===== src/rtl/tile_seq_pkg.sv =====
// tile_seq_pkg: tile geometry, FSM states, inst bit map and ACC address helper for tile_sequencer
package tile_seq_pkg;
  localparam int COL = 8;
  localparam int K_W = 3;
  localparam int IN_W = 6;
  localparam int OUT_W = 4;
  localparam int LEN_KIJ = K_W * K_W;
  localparam int LEN_NIJ = IN_W * IN_W;
  localparam int LEN_ONIJ = OUT_W * OUT_W;
  localparam int ADDR_W = 11;
  localparam logic [ADDR_W-1:0] W_BASE = 11'h400;
  localparam int GAP_CYCLES = 10;
  localparam int DRAIN_CYCLES = 30;
  localparam int T_W = 6;
  localparam int INST_W = 34;
  localparam int ACC_B = 33;
  localparam int CEN_P_B = 32;
  localparam int WEN_P_B = 31;
  localparam int A_P_B = 20;
  localparam int CEN_X_B = 19;
  localparam int WEN_X_B = 18;
  localparam int A_X_B = 7;
  localparam int OFIFO_RD_B = 6;
  localparam int IFIFO_WR_B = 5;
  localparam int IFIFO_RD_B = 4;
  localparam int L0_RD_B = 3;
  localparam int L0_WR_B = 2;
  localparam int EXEC_B = 1;
  localparam int LOAD_B = 0;
  localparam logic [INST_W-1:0] IDLE_INST = 34'h1800C0000;
  typedef enum logic [3:0] {
    S_IDLE, S_W_L0, S_W_LOAD, S_GAP, S_X_L0, S_X_EXEC, S_DRAIN,
    S_OFIFO_RD, S_CLR, S_READ, S_TAIL, S_DONE
  } state_t;
  function automatic logic [ADDR_W-1:0] acc_addr(input logic [3:0] k, input logic [3:0] onij);
    return ADDR_W'(int'(k) * LEN_NIJ + (int'(onij) / OUT_W + int'(k) / K_W) * IN_W
                   + int'(onij) % OUT_W + int'(k) % K_W);
  endfunction
endpackage


===== src/rtl/tile_seq_addr_gen.sv =====
// tile_seq_addr_gen: pmem address of psum k for output pixel onij during accumulation
module tile_seq_addr_gen
  import tile_seq_pkg::*;
(
  input  logic [3:0]        k,
  input  logic [3:0]        onij,
  output logic [ADDR_W-1:0] addr
);
  logic [3:0] ki, kj, orow, ocol;
  // split kernel/output indices into row and column, then form the psum location
  always_comb begin
    ki = k / 4'(K_W);
    kj = k % 4'(K_W);
    orow = onij / 4'(OUT_W);
    ocol = onij % 4'(OUT_W);
    addr = ADDR_W'(k) * ADDR_W'(LEN_NIJ) + (ADDR_W'(orow) + ADDR_W'(ki)) * ADDR_W'(IN_W)
           + ADDR_W'(ocol) + ADDR_W'(kj);
  end
endmodule


===== src/rtl/tile_sequencer.sv =====
// tile_sequencer: on-chip instruction generator for one output tile of the systolic core (TILE_SEQ_PERF_EN adds cycle/stall counters)
module tile_sequencer
  import tile_seq_pkg::*;
(
  input  logic              clk,
  input  logic              reset,
  input  logic              start,
  input  logic              ofifo_valid,
  output logic [INST_W-1:0] inst,
  output logic [3:0]        kij,
  output logic              sfp_clr,
  output logic              busy,
`ifdef TILE_SEQ_PERF_EN
  output logic [31:0]       cyc_cnt,
  output logic [31:0]       stall_cnt,
`endif
  output logic              done
);
  if (LEN_KIJ * LEN_NIJ > 2 ** ADDR_W || LEN_KIJ * LEN_NIJ > int'(W_BASE) || OUT_W != IN_W - K_W + 1) begin : g_bad_cfg
    $error("tile_sequencer: psum region does not fit below w_base or geometry inconsistent");
  end
  state_t state_q, state_d;
  logic [T_W-1:0] t_q, t_d;
  logic [3:0] kij_q, kij_d, onij_q, onij_d;
  logic [INST_W-1:0] inst_q, inst_d;
  logic sfp_clr_q, sfp_clr_d, busy_q, busy_d, done_q, done_d;
  logic [ADDR_W-1:0] acc_a;
  tile_seq_addr_gen u_addr (
    .k    (t_q[3:0]),
    .onij (onij_q),
    .addr (acc_a)
  );
  // next state and the instruction for the current phase cycle (registered, so inst trails state by one cycle)
  always_comb begin
    state_d = state_q;
    t_d = t_q + 6'd1;
    kij_d = kij_q;
    onij_d = onij_q;
    inst_d = IDLE_INST;
    sfp_clr_d = 1'b0;
    case (state_q)
      S_IDLE: begin
        t_d = '0;
        if (start) begin
          state_d = S_W_L0;
          kij_d = '0;
          onij_d = '0;
        end
      end
      S_W_L0: begin
        inst_d[CEN_X_B] = 1'b0;
        inst_d[A_X_B +: ADDR_W] = W_BASE + ADDR_W'(t_q);
        inst_d[L0_WR_B] = 1'b1;
        if (t_q == T_W'(COL - 1)) begin
          state_d = S_W_LOAD;
          t_d = '0;
        end
      end
      S_W_LOAD: begin
        inst_d[L0_RD_B] = 1'b1;
        inst_d[LOAD_B] = 1'b1;
        if (t_q == T_W'(COL - 1)) begin
          state_d = S_GAP;
          t_d = '0;
        end
      end
      S_GAP: begin
        if (t_q == T_W'(GAP_CYCLES - 1)) begin
          state_d = S_X_L0;
          t_d = '0;
        end
      end
      S_X_L0: begin
        inst_d[CEN_X_B] = 1'b0;
        inst_d[A_X_B +: ADDR_W] = ADDR_W'(t_q);
        inst_d[L0_WR_B] = 1'b1;
        if (t_q == T_W'(LEN_NIJ - 1)) begin
          state_d = S_X_EXEC;
          t_d = '0;
        end
      end
      S_X_EXEC: begin
        inst_d[L0_RD_B] = 1'b1;
        inst_d[EXEC_B] = 1'b1;
        if (t_q == T_W'(LEN_NIJ - 1)) begin
          state_d = S_DRAIN;
          t_d = '0;
        end
      end
      S_DRAIN: begin
        if (t_q == T_W'(DRAIN_CYCLES - 1)) begin
          state_d = S_OFIFO_RD;
          t_d = '0;
        end
      end
      S_OFIFO_RD: begin
        t_d = t_q;
        if (ofifo_valid) begin
          inst_d[OFIFO_RD_B] = 1'b1;
          inst_d[CEN_P_B] = 1'b0;
          inst_d[WEN_P_B] = 1'b0;
          inst_d[A_P_B +: ADDR_W] = ADDR_W'(kij_q) * ADDR_W'(LEN_NIJ) + ADDR_W'(t_q);
          t_d = t_q + 6'd1;
          if (t_q == T_W'(LEN_NIJ - 1)) begin
            t_d = '0;
            state_d = kij_q == 4'(LEN_KIJ - 1) ? S_CLR : S_W_L0;
            kij_d = kij_q == 4'(LEN_KIJ - 1) ? 4'd0 : kij_q + 4'd1;
            onij_d = '0;
          end
        end
      end
      S_CLR: begin
        sfp_clr_d = 1'b1;
        t_d = '0;
        state_d = S_READ;
      end
      S_READ: begin
        inst_d[CEN_P_B] = 1'b0;
        inst_d[A_P_B +: ADDR_W] = acc_a;
        inst_d[ACC_B] = t_q != '0;
        if (t_q == T_W'(LEN_KIJ - 1)) begin
          state_d = S_TAIL;
          t_d = '0;
        end
      end
      S_TAIL: begin
        inst_d[ACC_B] = 1'b1;
        t_d = '0;
        state_d = onij_q == 4'(LEN_ONIJ - 1) ? S_DONE : S_CLR;
        onij_d = onij_q == 4'(LEN_ONIJ - 1) ? onij_q : onij_q + 4'd1;
      end
      S_DONE: begin
        t_d = '0;
        state_d = S_IDLE;
      end
      default: begin
        t_d = '0;
        state_d = S_IDLE;
      end
    endcase
    busy_d = state_d != S_IDLE && state_d != S_DONE;
    done_d = state_d == S_DONE;
  end
  // state, phase counter and registered outputs
  always_ff @(posedge clk) begin
    if (reset) begin
      state_q <= S_IDLE;
      t_q <= '0;
      kij_q <= '0;
      onij_q <= '0;
      inst_q <= IDLE_INST;
      sfp_clr_q <= 1'b0;
      busy_q <= 1'b0;
      done_q <= 1'b0;
    end else begin
      state_q <= state_d;
      t_q <= t_d;
      kij_q <= kij_d;
      onij_q <= onij_d;
      inst_q <= inst_d;
      sfp_clr_q <= sfp_clr_d;
      busy_q <= busy_d;
      done_q <= done_d;
    end
  end
  assign inst = inst_q;
  assign kij = kij_q;
  assign sfp_clr = sfp_clr_q;
  assign busy = busy_q;
  assign done = done_q;
`ifdef TILE_SEQ_PERF_EN
  logic [31:0] cyc_cnt_q, cyc_cnt_d, stall_cnt_q, stall_cnt_d;
  logic start_acc;
  // saturating busy/stall counters, restarted by each accepted start and held after done
  always_comb begin
    start_acc = state_q == S_IDLE && start;
    cyc_cnt_d = start_acc ? '0 : cyc_cnt_q + 32'(busy_q && cyc_cnt_q != '1);
    stall_cnt_d = start_acc ? '0
                : stall_cnt_q + 32'(state_q == S_OFIFO_RD && !ofifo_valid && stall_cnt_q != '1);
  end
  // counter registers
  always_ff @(posedge clk) begin
    if (reset) begin
      cyc_cnt_q <= '0;
      stall_cnt_q <= '0;
    end else begin
      cyc_cnt_q <= cyc_cnt_d;
      stall_cnt_q <= stall_cnt_d;
    end
  end
  assign cyc_cnt = cyc_cnt_q;
  assign stall_cnt = stall_cnt_q;
`endif
endmodule

===== config.mk =====
export PLATFORM = sky130hd
export DESIGN_NAME = tile_sequencer
export DESIGN_NICKNAME = d
export VERILOG_FILES = /design/src/rtl/tile_seq_pkg.sv /design/src/rtl/tile_seq_addr_gen.sv /design/src/rtl/tile_sequencer.sv
export SDC_FILE = /design/constraint.sdc
export NUM_CORES = 1
export LEC_CHECK = 0
export CAP_MARGIN = 20
export CORE_UTILIZATION = 30
export CTS_BUF_LIST = sky130_fd_sc_hd__clkbuf_4 sky130_fd_sc_hd__clkbuf_8
export DETAILED_ROUTE_END_ITERATION = 16
export PLACE_DENSITY = 0.52
export SETUP_SLACK_MARGIN = 0.4
export SLEW_MARGIN = 5
export SYNTH_ARGS = -nofsm -noshare
export SYNTH_HDL_FRONTEND = slang
export SYNTH_HIERARCHICAL = 1
export SYNTH_SLANG_ARGS = --single-unit
export TNS_END_PERCENT = 100

===== constraint.sdc =====
create_clock -name clk -period 5.1 [get_ports clk]
set_input_delay 1.53 -clock clk [delete_from_list [all_inputs] [get_ports clk]]
set_output_delay 1.53 -clock clk [all_outputs]
set_load 0.05 [all_outputs]

==> out/summary.md <==
• sky130_fd_sc_hd__dfxtp_1 (27%), sky130_fd_sc_hd__ha_1 (13%), sky130_fd_sc_hd__fa_1 (3.9%) — largest cells by area after synthesis
• 4840 ps — shortest period the worst path allows
• 3135 — via count
• 39 — Site Rows
• 26.16% — area growth from synthesis to final layout
• 5380 ps — required time of the worst setup path
• 0 — number of pins with negative max-slew slack in the final report
• sky130_fd_sc_hd__dfxtp_1 — biggest area consumer among synthesized cells
• 0.9490 — fraction of the cycle the final worst path needs
• 3020 — via count of the first global-routing pass
• 4 — critical path peak fanout
• 6669 um — total half-perimeter wirelength after legalization and detailed placement
• 6 — Yosys Warn Count
• true — setup repair after global routing missed its margin
• 0.4865 — worst slew margin relative to its limit
• 5120 ps — endpoint arrival time on the critical path
• 11470 um2 — CORE AREA
• 48 — flip-flop and latch count after synthesis
• 110.8 um — overall die height
• 98 — violation count after the first detailed-routing iteration
• 0 — number of enable-type register cells in the synthesized netlist
• 206.6 MHz — highest clock frequency the design can meet
• 0 ps — post-route setup TNS
• register — CP startpoint kind
• 0 — number of remaining DRC errors
• 1.876 nW — Static Leak
• 8.655 um2 — Avg Inst Size Synth
• 504 — Post-layout nets
• 110.8 um — Die Width
• 2 — htree depth
• 10.58 ps — Post-Route Skew
• sky130_fd_sc_hd__clkbuf_8 — root buffer cell
• 12270 um2 — DIE AREA
• sky130_fd_sc_hd__dfxtp_1 (48), sky130_fd_sc_hd__ha_1 (36), sky130_fd_sc_hd__inv_1 (29) — most frequent cells after synthesis
• 3548 um2 — Syn Std Cell Area
• sky130_fd_sc_hd__dfxtp_1 — most used standard cell by instance count after synthesis
• 0.2708 — sequential share of the synthesized area
• 0 — reported max-cap violation count
• sky130_fd_sc_hd__dfxtp_1 — commonest register cell after synthesis
• register to register — Worst Setup Path Type
• 15.32 um — wire length per cell after detailed routing
• register to register — class of the tightest hold or removal check
• 66 — count of cell types in the netlist
• 0.1561 — total global-route track usage
• 0.1659 — proportion of layout cells with a drive suffix above 1
• 0.8203 — routability cong.
• finished, final reports clean — status
• 769.2 ps — Slew @ Worst Pin
• 0 — post-route ant nets
• register — crit path capture type
• 0 — count of inserted antenna diode cells
• 964.7 um2 — area used by sequential logic in the layout
• 0.3094 — Initial Util
• 410 — number of instances in the synthesized netlist
• 2 — CTS max path bufs
• 5.216 — Via-to-Cell Ratio
• 4 — drt first pass iters
• 9205 um — Routed WL
• 15350 um — global-route wire length before repair
• 180.1 nW/um2 — ratio of total power to cell area
• 37 — number of port buffers
• 0.2708 — portion of synthesized cell area occupied by the leading cell type
• 0 — total of endpoints with negative setup slack in the final report
• 0 — proportion of synthesized flip-flops having asynchronous set or reset
• 5 — CTS Buf Count
• 48 — Sinks on Clock Net
• 0 — count of final hold-check violations
• yes — clock tree from TritonCTS
• 45 — number of top-level design ports
• 330 ps — clock network latency to the later pin of the worst-skew pair
• 0 — total gr overflow
• 2534 um2 — multi-input combinational cell area
• 0.1561 mV — maximum vdd ir drop
• 24 — maximum number of pins on one net before global-route repair
• 1155 — number of fill cells in the layout
• 0 — initial antenna violation count
• 0.3904 — final design utilization
• 100 ps — CTS clk-pin slew, worst paths
flip-flops by register name, summed over array words and instances, names as in the netlist:
register  count
t_q           6
sfp_clr       1
inst         27
state_q       4
kij           4
done          1
onij_q        4
busy          1
area by class of cell:
| cell class | count | area share |
|---|---|---|
| multi-input cells | 313 | 0.5660 |
| inverters | 31 | 0.02655 |
| repair buffers | 58 | 0.1213 |
| well taps | 143 | 0.03997 |
| flip-flops and latches | 48 | 0.2155 |
| clock inverters | 3 | 0.01537 |
| clock buffers | 5 | 0.01537 |
through the flow:
| stage | hold slack (ps) | power (W) | cell area (um2) | cells | worst slack [ps] |
|---|---|---|---|---|---|
| final | 581.9 | 0.0008064 | 4477 | 601 | 259.9 |
| after floorplan | 498.9 | 0.0004493 | 3681 | 415 | 107.2 |
| after global routing | 608.9 | 0.0008438 | 4477 | 601 | -17.11 |
| after detailed placement | 546.8 | 0.0004659 | 4134 | 578 | 97.33 |
| after CTS | 561.7 | 0.0008181 | 4375 | 595 | 267.0 |
| after global placement | 538.8 | 0.0004660 | 4134 | 578 | 188.7 |
cells by family (layout without fill, tap and decap cells):
group	count (synthesis)	count (layout)	share of synthesized area
buf+inv	54	97	0.06982
xor+xnor	20	20	0.04937
fa+ha+maj	43	43	0.1664
flops	48	48	0.2708
simple gates	142	142	0.2345
compound gates	95	95	0.1883
other cells	2	7	0.002116
mux	6	6	0.01869
final timing paths:
check,startpoint,to,slack [ps],cells after the start
setup / recovery,t_q[3],inst[27],260,26
hold / removal,onij_q[2],onij_q[2],580,2
setup reg to reg,t_q[3],inst[27],260,26
hold reg to reg,onij_q[2],onij_q[2],580,2
worst max-delay path, stage by stage, from the launching register on:
cell                       delay, ps
sky130_fd_sc_hd__dfxtp_4         360
sky130_fd_sc_hd__nand2b_4        130
sky130_fd_sc_hd__inv_4            40
sky130_fd_sc_hd__ha_4            140
sky130_fd_sc_hd__inv_2            50
sky130_fd_sc_hd__ha_4            130
sky130_fd_sc_hd__o211ai_1         80
sky130_fd_sc_hd__o21ai_1         110
sky130_fd_sc_hd__ha_2            240
sky130_fd_sc_hd__nor3b_2          60
sky130_fd_sc_hd__o21ai_2         180
sky130_fd_sc_hd__ha_2            220
sky130_fd_sc_hd__inv_2            40
sky130_fd_sc_hd__fa_1            490
sky130_fd_sc_hd__inv_2            60
sky130_fd_sc_hd__ha_4            160
sky130_fd_sc_hd__fa_1            470
sky130_fd_sc_hd__inv_1            50
sky130_fd_sc_hd__fa_1            490
sky130_fd_sc_hd__inv_2            50
sky130_fd_sc_hd__ha_4            250
sky130_fd_sc_hd__nor2b_4         130
sky130_fd_sc_hd__o31a_1          260
sky130_fd_sc_hd__or4_4           420
sky130_fd_sc_hd__nand3_2          80
sky130_fd_sc_hd__nand2_1          40
sky130_fd_sc_hd__nand3_1          60
where the power goes:
| group | leakage (nW) | total, W | internal (W) | switching (W) |
|---|---|---|---|---|
| registers | 0.389 | 0.000384 | 0.000378 | 0.00000579 |
| clock network | 0.0687 | 0.000346 | 0.000197 | 0.000149 |
| logic | 1.42 | 0.0000757 | 0.0000254 | 0.0000503 |
layout by cell type, fill, tap and decap left out, types with 8 or more instances in the layout:
master                            count
sky130_fd_sc_hd__a211oi_1             8
sky130_fd_sc_hd__a21o_1               8
sky130_fd_sc_hd__a21oi_1             13
sky130_fd_sc_hd__and2_1               8
sky130_fd_sc_hd__buf_4               17
sky130_fd_sc_hd__clkdlybuf4s50_1     37
sky130_fd_sc_hd__dfxtp_1             47
sky130_fd_sc_hd__ha_1                28
sky130_fd_sc_hd__inv_1               25
sky130_fd_sc_hd__nand2_1             27
sky130_fd_sc_hd__nand3_1             13
sky130_fd_sc_hd__nor2_1              23
sky130_fd_sc_hd__nor2b_1              9
sky130_fd_sc_hd__o21ai_0             14
sky130_fd_sc_hd__xnor2_1             11
routing by layer:
metal,up-vias,share of wire,global-route usage
li1,1544,-,-
met1,1502,0.46,0.1993
met2,77,0.47,0.2571
met3,12,0.044,0.02624
met4,0,0.024,0.07022
met5,-,0,0
timing repair:
action | 4_1_cts | 5_1_grt
resized for setup | 8 | 12
endpoints found under the setup margin | 6 | 6
hold buffers | 0 | 0
pin swaps | 7 | 14
buffers inserted | 9 | 6
(Power assumes the default switching activity.)
